==> src/rtl/div_pkg.sv <==
// ============================================================================
//  Module      : div_pkg
//  Description : Shared types, sizes and helpers for the multicycle divider.
//  Revision    : 1.0 - initial release
// ============================================================================
`default_nettype none

package div_pkg;

   localparam int DIV_WIDTH = 32;
   localparam int DIV_CNT_W = $clog2(DIV_WIDTH) + 1;

   typedef enum logic [1:0] {
      ST_IDLE = 2'd0,
      ST_RUN  = 2'd1,
      ST_FIX  = 2'd2
   } div_state_e;

   // Magnitude of a two's-complement value; the most negative value maps to itself.
   function automatic logic [DIV_WIDTH-1:0] div_abs(input logic [DIV_WIDTH-1:0] v);
      return v[DIV_WIDTH-1] ? -v : v;
   endfunction

endpackage

`default_nettype wire

==> src/rtl/div_step.sv <==
// ============================================================================
//  Module      : div_step
//  Description : One combinational restoring-division iteration on {rem, quo}.
//  Revision    : 1.0 - initial release
// ============================================================================
`default_nettype none

module div_step #(
   parameter int WIDTH = 32
) (
   input  logic [WIDTH-1:0] rem_i,
   input  logic [WIDTH-1:0] quo_i,
   input  logic [WIDTH-1:0] dvs_i,
   output logic [WIDTH-1:0] rem_o,
   output logic [WIDTH-1:0] quo_o
);

   logic [WIDTH:0] w_rem_sh;
   logic [WIDTH:0] w_trial;

   // Shifted remainder needs WIDTH+1 bits: an unsigned divisor can exceed 2^(WIDTH-1).
   assign w_rem_sh = {rem_i, quo_i[WIDTH-1]};
   assign w_trial  = w_rem_sh - {1'b0, dvs_i};

   assign rem_o = w_trial[WIDTH] ? w_rem_sh[WIDTH-1:0] : w_trial[WIDTH-1:0];
   assign quo_o = {quo_i[WIDTH-2:0], ~w_trial[WIDTH]};

endmodule

`default_nettype wire

==> src/rtl/div_unit.sv <==
// ============================================================================
//  Module      : div_unit
//  Description : Multicycle signed restoring divider, one quotient bit per clock.
//                Optional DIV_UNSIGNED_EN adds a div_unsigned input for DIVU.
//  Revision    : 1.0 - initial release
// ============================================================================
`default_nettype none

module div_unit
   import div_pkg::*;
#(
   parameter int WIDTH = DIV_WIDTH
) (
   input  logic             clk,
   input  logic             reset,
   input  logic             start,
`ifdef DIV_UNSIGNED_EN
   input  logic             div_unsigned,
`endif
   input  logic [WIDTH-1:0] dividend,
   input  logic [WIDTH-1:0] divisor,
   output logic [WIDTH-1:0] lo,
   output logic [WIDTH-1:0] hi,
   output logic             busy,
   output logic             done,
   output logic             div0
);

   localparam int CNT_W = (WIDTH == DIV_WIDTH) ? DIV_CNT_W : $clog2(WIDTH) + 1;

   div_state_e       state_q;
   logic [WIDTH-1:0] rem_q, quo_q, dvs_q, lo_q, hi_q;
   logic [CNT_W-1:0] cnt_q;
   logic             neg_quo_q, neg_rem_q, busy_q, done_q, div0_q;
   logic [WIDTH-1:0] rem_d, quo_d;

   logic             w_signed, w_dvd_neg, w_dvs_neg;
   logic [WIDTH-1:0] w_dvd_mag, w_dvs_mag;

`ifdef DIV_UNSIGNED_EN
   assign w_signed = ~div_unsigned;
`else
   assign w_signed = 1'b1;
`endif

   assign w_dvd_neg = w_signed & dividend[WIDTH-1];
   assign w_dvs_neg = w_signed & divisor[WIDTH-1];
   assign w_dvd_mag = w_dvd_neg ? WIDTH'(div_abs(DIV_WIDTH'($signed(dividend)))) : dividend;
   assign w_dvs_mag = w_dvs_neg ? WIDTH'(div_abs(DIV_WIDTH'($signed(divisor)))) : divisor;

   div_step #(
      .WIDTH (WIDTH)
   ) u_step (
      .rem_i (rem_q),
      .quo_i (quo_q),
      .dvs_i (dvs_q),
      .rem_o (rem_d),
      .quo_o (quo_d)
   );

   always_ff @(posedge clk or posedge reset) begin
      if (reset) begin
         state_q   <= ST_IDLE;
         rem_q     <= '0;
         quo_q     <= '0;
         dvs_q     <= '0;
         cnt_q     <= '0;
         lo_q      <= '0;
         hi_q      <= '0;
         neg_quo_q <= 1'b0;
         neg_rem_q <= 1'b0;
         busy_q    <= 1'b0;
         done_q    <= 1'b0;
         div0_q    <= 1'b0;
      end else begin
         done_q <= 1'b0;
         div0_q <= 1'b0;
         case (state_q)
            ST_IDLE: begin
               if (start) begin
                  if (divisor == '0) begin
                     div0_q <= 1'b1;
                  end else begin
                     rem_q     <= '0;
                     quo_q     <= w_dvd_mag;
                     dvs_q     <= w_dvs_mag;
                     neg_quo_q <= w_dvd_neg ^ w_dvs_neg;
                     neg_rem_q <= w_dvd_neg;
                     cnt_q     <= '0;
                     busy_q    <= 1'b1;
                     state_q   <= ST_RUN;
                  end
               end
            end
            ST_RUN: begin
               rem_q <= rem_d;
               quo_q <= quo_d;
               cnt_q <= cnt_q + 1'b1;
               if (cnt_q == CNT_W'(WIDTH - 1)) begin
                  state_q <= ST_FIX;
               end
            end
            ST_FIX: begin
               lo_q    <= neg_quo_q ? -quo_q : quo_q;
               hi_q    <= neg_rem_q ? -rem_q : rem_q;
               done_q  <= 1'b1;
               busy_q  <= 1'b0;
               state_q <= ST_IDLE;
            end
            default: begin
               state_q <= ST_IDLE;
               busy_q  <= 1'b0;
            end
         endcase
      end
   end

   assign lo   = lo_q;
   assign hi   = hi_q;
   assign busy = busy_q;
   assign done = done_q;
   assign div0 = div0_q;

endmodule

`default_nettype wire

==> config.mk <==
export PLATFORM = sky130hd
export DESIGN_NAME = div_unit
export DESIGN_NICKNAME = d
export VERILOG_FILES = /design/src/rtl/div_pkg.sv /design/src/rtl/div_step.sv /design/src/rtl/div_unit.sv
export SDC_FILE = /design/constraint.sdc
export NUM_CORES = 1
export LEC_CHECK = 0
export CORE_AREA = 2 2 201 124
export CTS_BUF_LIST = sky130_fd_sc_hd__clkbuf_4 sky130_fd_sc_hd__clkbuf_8
export CTS_CLUSTER_DIAMETER = 100
export CTS_CLUSTER_SIZE = 12
export DETAILED_ROUTE_END_ITERATION = 12
export DIE_AREA = 0 0 203 126
export DONT_BUFFER_PORTS = 1
export HOLD_SLACK_MARGIN = 0.02
export PLACE_DENSITY_LB_ADDON = 0.3
export SLEW_MARGIN = 20
export SYNTH_ARGS = -nofsm -noshare
export SYNTH_HDL_FRONTEND = slang
export SYNTH_SLANG_ARGS = --single-unit
==> constraint.sdc <==
create_clock -name clk -period 7.7 [get_ports clk]
set_clock_uncertainty 0.05 [all_clocks]
set_input_delay 1.54 -clock clk [delete_from_list [all_inputs] [get_ports clk]]
set_output_delay 1.54 -clock clk [all_outputs]
set_load 0.005 [all_outputs]
==> impl_metrics.ini <==
[worst_setup_path]
end_kind = register
cp_slowest_stage_delay_ns = 0.78
r2r_cells = 13
worstPathMaxFanout = 39
path_delay_family = simple AND/OR/NAND/NOR gates
slowest_stage = nor2_4
crit_type = input pin to register
crit_cells = 11
critPathArrivalTime_ns = 4.72
startpoint_type = input pin
crit_chain = inv_1 > ha_1 > nor4b_1 > and3_1 > nand4_1 > nor4_1 > nor2_1 > buf_4 > nor2_4 > o21ai_0 > a21oi_1
crit_buf_inv = 2
required_ns = 8.06
rrSetupSlack_ns = 3.66

[pwr]
leakagePower_nw = 5.090
peakVddDrop_uv = 256.4
powerDensity_nw_per_um2 = 471.9

[finish]
area_growth_pct = 6.079
design_area_um2 = 11880
final_cells = 1621
diodes = 0
mostFrequentLayoutCells = nand2_1 (213), o21ai_0 (195), dfrtp_1 (173), xor2_1 (95), a21oi_1 (70)
final.fill_count = 2249
nets = 1391
mostFrequentLayoutCell = nand2_1
layout-drive-gt1-share_pct = 4.927

[sta]
tightest_slew_ns = 0.9903
fmaxAchievable_ghz = 0.2294
rsz0062_at_grt = false
fin_tns_setup_ns = 0
slew_viol_final = 0
hold_viol = 0
slew-limit-headroom_pct = 33.82
fin_crit_sh_pct = 56.62
fin_crit_ns = 4.360
setup_viol = 0

[routing]
routed_wl_mm = 31.80
dr.pass1.iters = 5
antenna_left = 0
drt_iter0_drc = 973
drc = 0
route.vias.total = 9431
viasPerCell = 5.818
wl_per_cell_um = 19.62

[synthesis]
synth_fp_nets = 1433
netlist_top_cells_area = dfrtp_1 (39%), o21ai_0 (8.7%), xor2_1 (7.4%)
synth_warnings = 0
ys_seq_elements = 173
syn_area_per_cell_um2 = 8.431
synth_top_family_by_area = compound AO/OA/AOI/OAI gates
ys_types = 62
synth_top_cell_area_share_pct = 38.66
muxShareOfSynthArea_pct = 3.062
synth_top_cell_by_area = dfrtp_1
yosys.area_share.xor_xnor_pct = 11.72
synth_ff_type = dfrtp_1
synth-simple-area-share_pct = 17.19
synth_fa_ha_area_share_pct = 4.313
syn-cell-area_um2 = 11200
seq_area_frac_synth_pct = 38.66
syn-instance-count = 1328
synth_compound_area_share_pct = 20.73
synth-edff-count = 0
ys_async_sr_fraction_pct = 100.0

[placement]
placedCellCount = 1587
dpl_cell_area_um2 = 11420
finalWeightedCongestion = 0.8828
io_buffers = 0
place_hpwl_mm = 24.10

[floorplanning]
ios = 134
placementRows = 44
start_util_pct = 47.19
die_area_um2 = 25580
die_h_um = 126
die_w_um = 203
core_um2 = 23730

[clocking]
cts-root-buf = clkbuf_8
worstSkewPairLatency_ns = 0.49
htreeDepth = 4
cts-resized-gates = 0
ctsHoldBuffers = 0
post-cts-setup-buffer-count = 0
clkSinkCount = 173
cts_tree = built
cts_made_buffers = 17
clkTransAtPathRegs_ns = 0.10
cts_buffer_depth = 2

[grt]
grt_pass1_wl_mm = 50.12
grt_pass1_vias = 8465
grt_overflow_total = 0
antenna_found_initial = 0
grt_start_max_net_pins = 130
grt_usage_pct = 25.38

[flow_run]
max_cap_viol_count = 0

[min_path]
min_path_cells = 2
hold_class = register to register

[status]
status = completed
[flip-flops by register name, indices dropped and copies added (netlist names)]
name       cells
lo            32
rem_q         32
hi            32
state_q        2
neg_quo_q      1
done           1
div0           1
quo_q         32
cnt_q          6
dvs_q         32
neg_rem_q      1
busy           1
[cell type report]
class                   count  area (µm²)  area share [%]
clock inverters            14       151.4           1.275
clock buffers              18       247.7           2.086
inverters                  55       211.5           1.780
well taps                 322       402.9           3.392
multi-input cells        1029        6420           54.05
repair buffers             10       115.1          0.9691
flip-flops and latches    173        4329           36.45
[stage by stage]
step | hold WS, ns | power (mW) | util, % | worst slack (ns)
2_1_floorplan | 0.3998 | 4.034 | - | 1.422
3_3_place_gp | 0.4121 | 4.838 | 48.12 | 3.052
3_5_place_dp | 0.4242 | 4.891 | 48.12 | 2.959
4_1_cts | 0.4465 | 5.554 | 49.80 | 3.480
5_1_grt | 0.4860 | 6.067 | 50.06 | 3.178
6_report | 0.4406 | 5.605 | 50.06 | 3.340
[metal layers]
metal / part of all wire (%) / track usage (%)
met4: 0.66 / 4.337
met3: 10 / 7.169
met2: 34 / 28.83
met5: 0 / 0
met1: 55 / 44.57
[synthesized netlist by cell type, drive strengths merged, types with 14 or more instances]
library cell	n
inv	55
o21ai	219
or3	26
nor2b	16
xnor2	53
xor2	96
nor2	49
nand2b	19
nand2	213
a21oi	70
mux2i	32
dfrtp	173
ha	37
o31ai	33
o41ai	15
nor3	14
nand3	24
clkbuf	58
[cell families (layout without fill, tap and decap cells)]
| logic type | Yosys count | in the layout |
|---|---|---|
| multiplexers | 34 | 34 |
| buffers and inverters | 126 | 97 |
| XOR/XNOR | 149 | 149 |
| flip-flops | 173 | 173 |
| adder cells (fa/ha/maj) | 38 | 38 |
| AND/OR/NAND/NOR | 413 | 413 |
| AO/OA/AOI/OAI | 395 | 395 |
[where the power goes]
part,internal (mW),switching [mW],leakage [nW]
sequential,1.24,0.500,2.22
combinational,1.34,1.87,2.68
clock,0.251,0.401,0.192
[final timing paths]
kind	from	to
hold reg to reg	dvs_q[20]	dvs_q[20]
max in group asynchronous	reset	dvs_q[10]
hold / removal	dvs_q[20]	dvs_q[20]
setup / recovery	divisor[0]	cnt_q[4]
min in group asynchronous	reset	lo[6]
setup reg to reg	quo_q[31]	rem_q[0]
[tightest hold or removal path, stage by stage, from the launching register on]
cell     delay, ns
dfrtp_1       0.36
nand2_1       0.05
o21ai_0       0.06
Note: power is estimated with default switching activity, not from simulation.
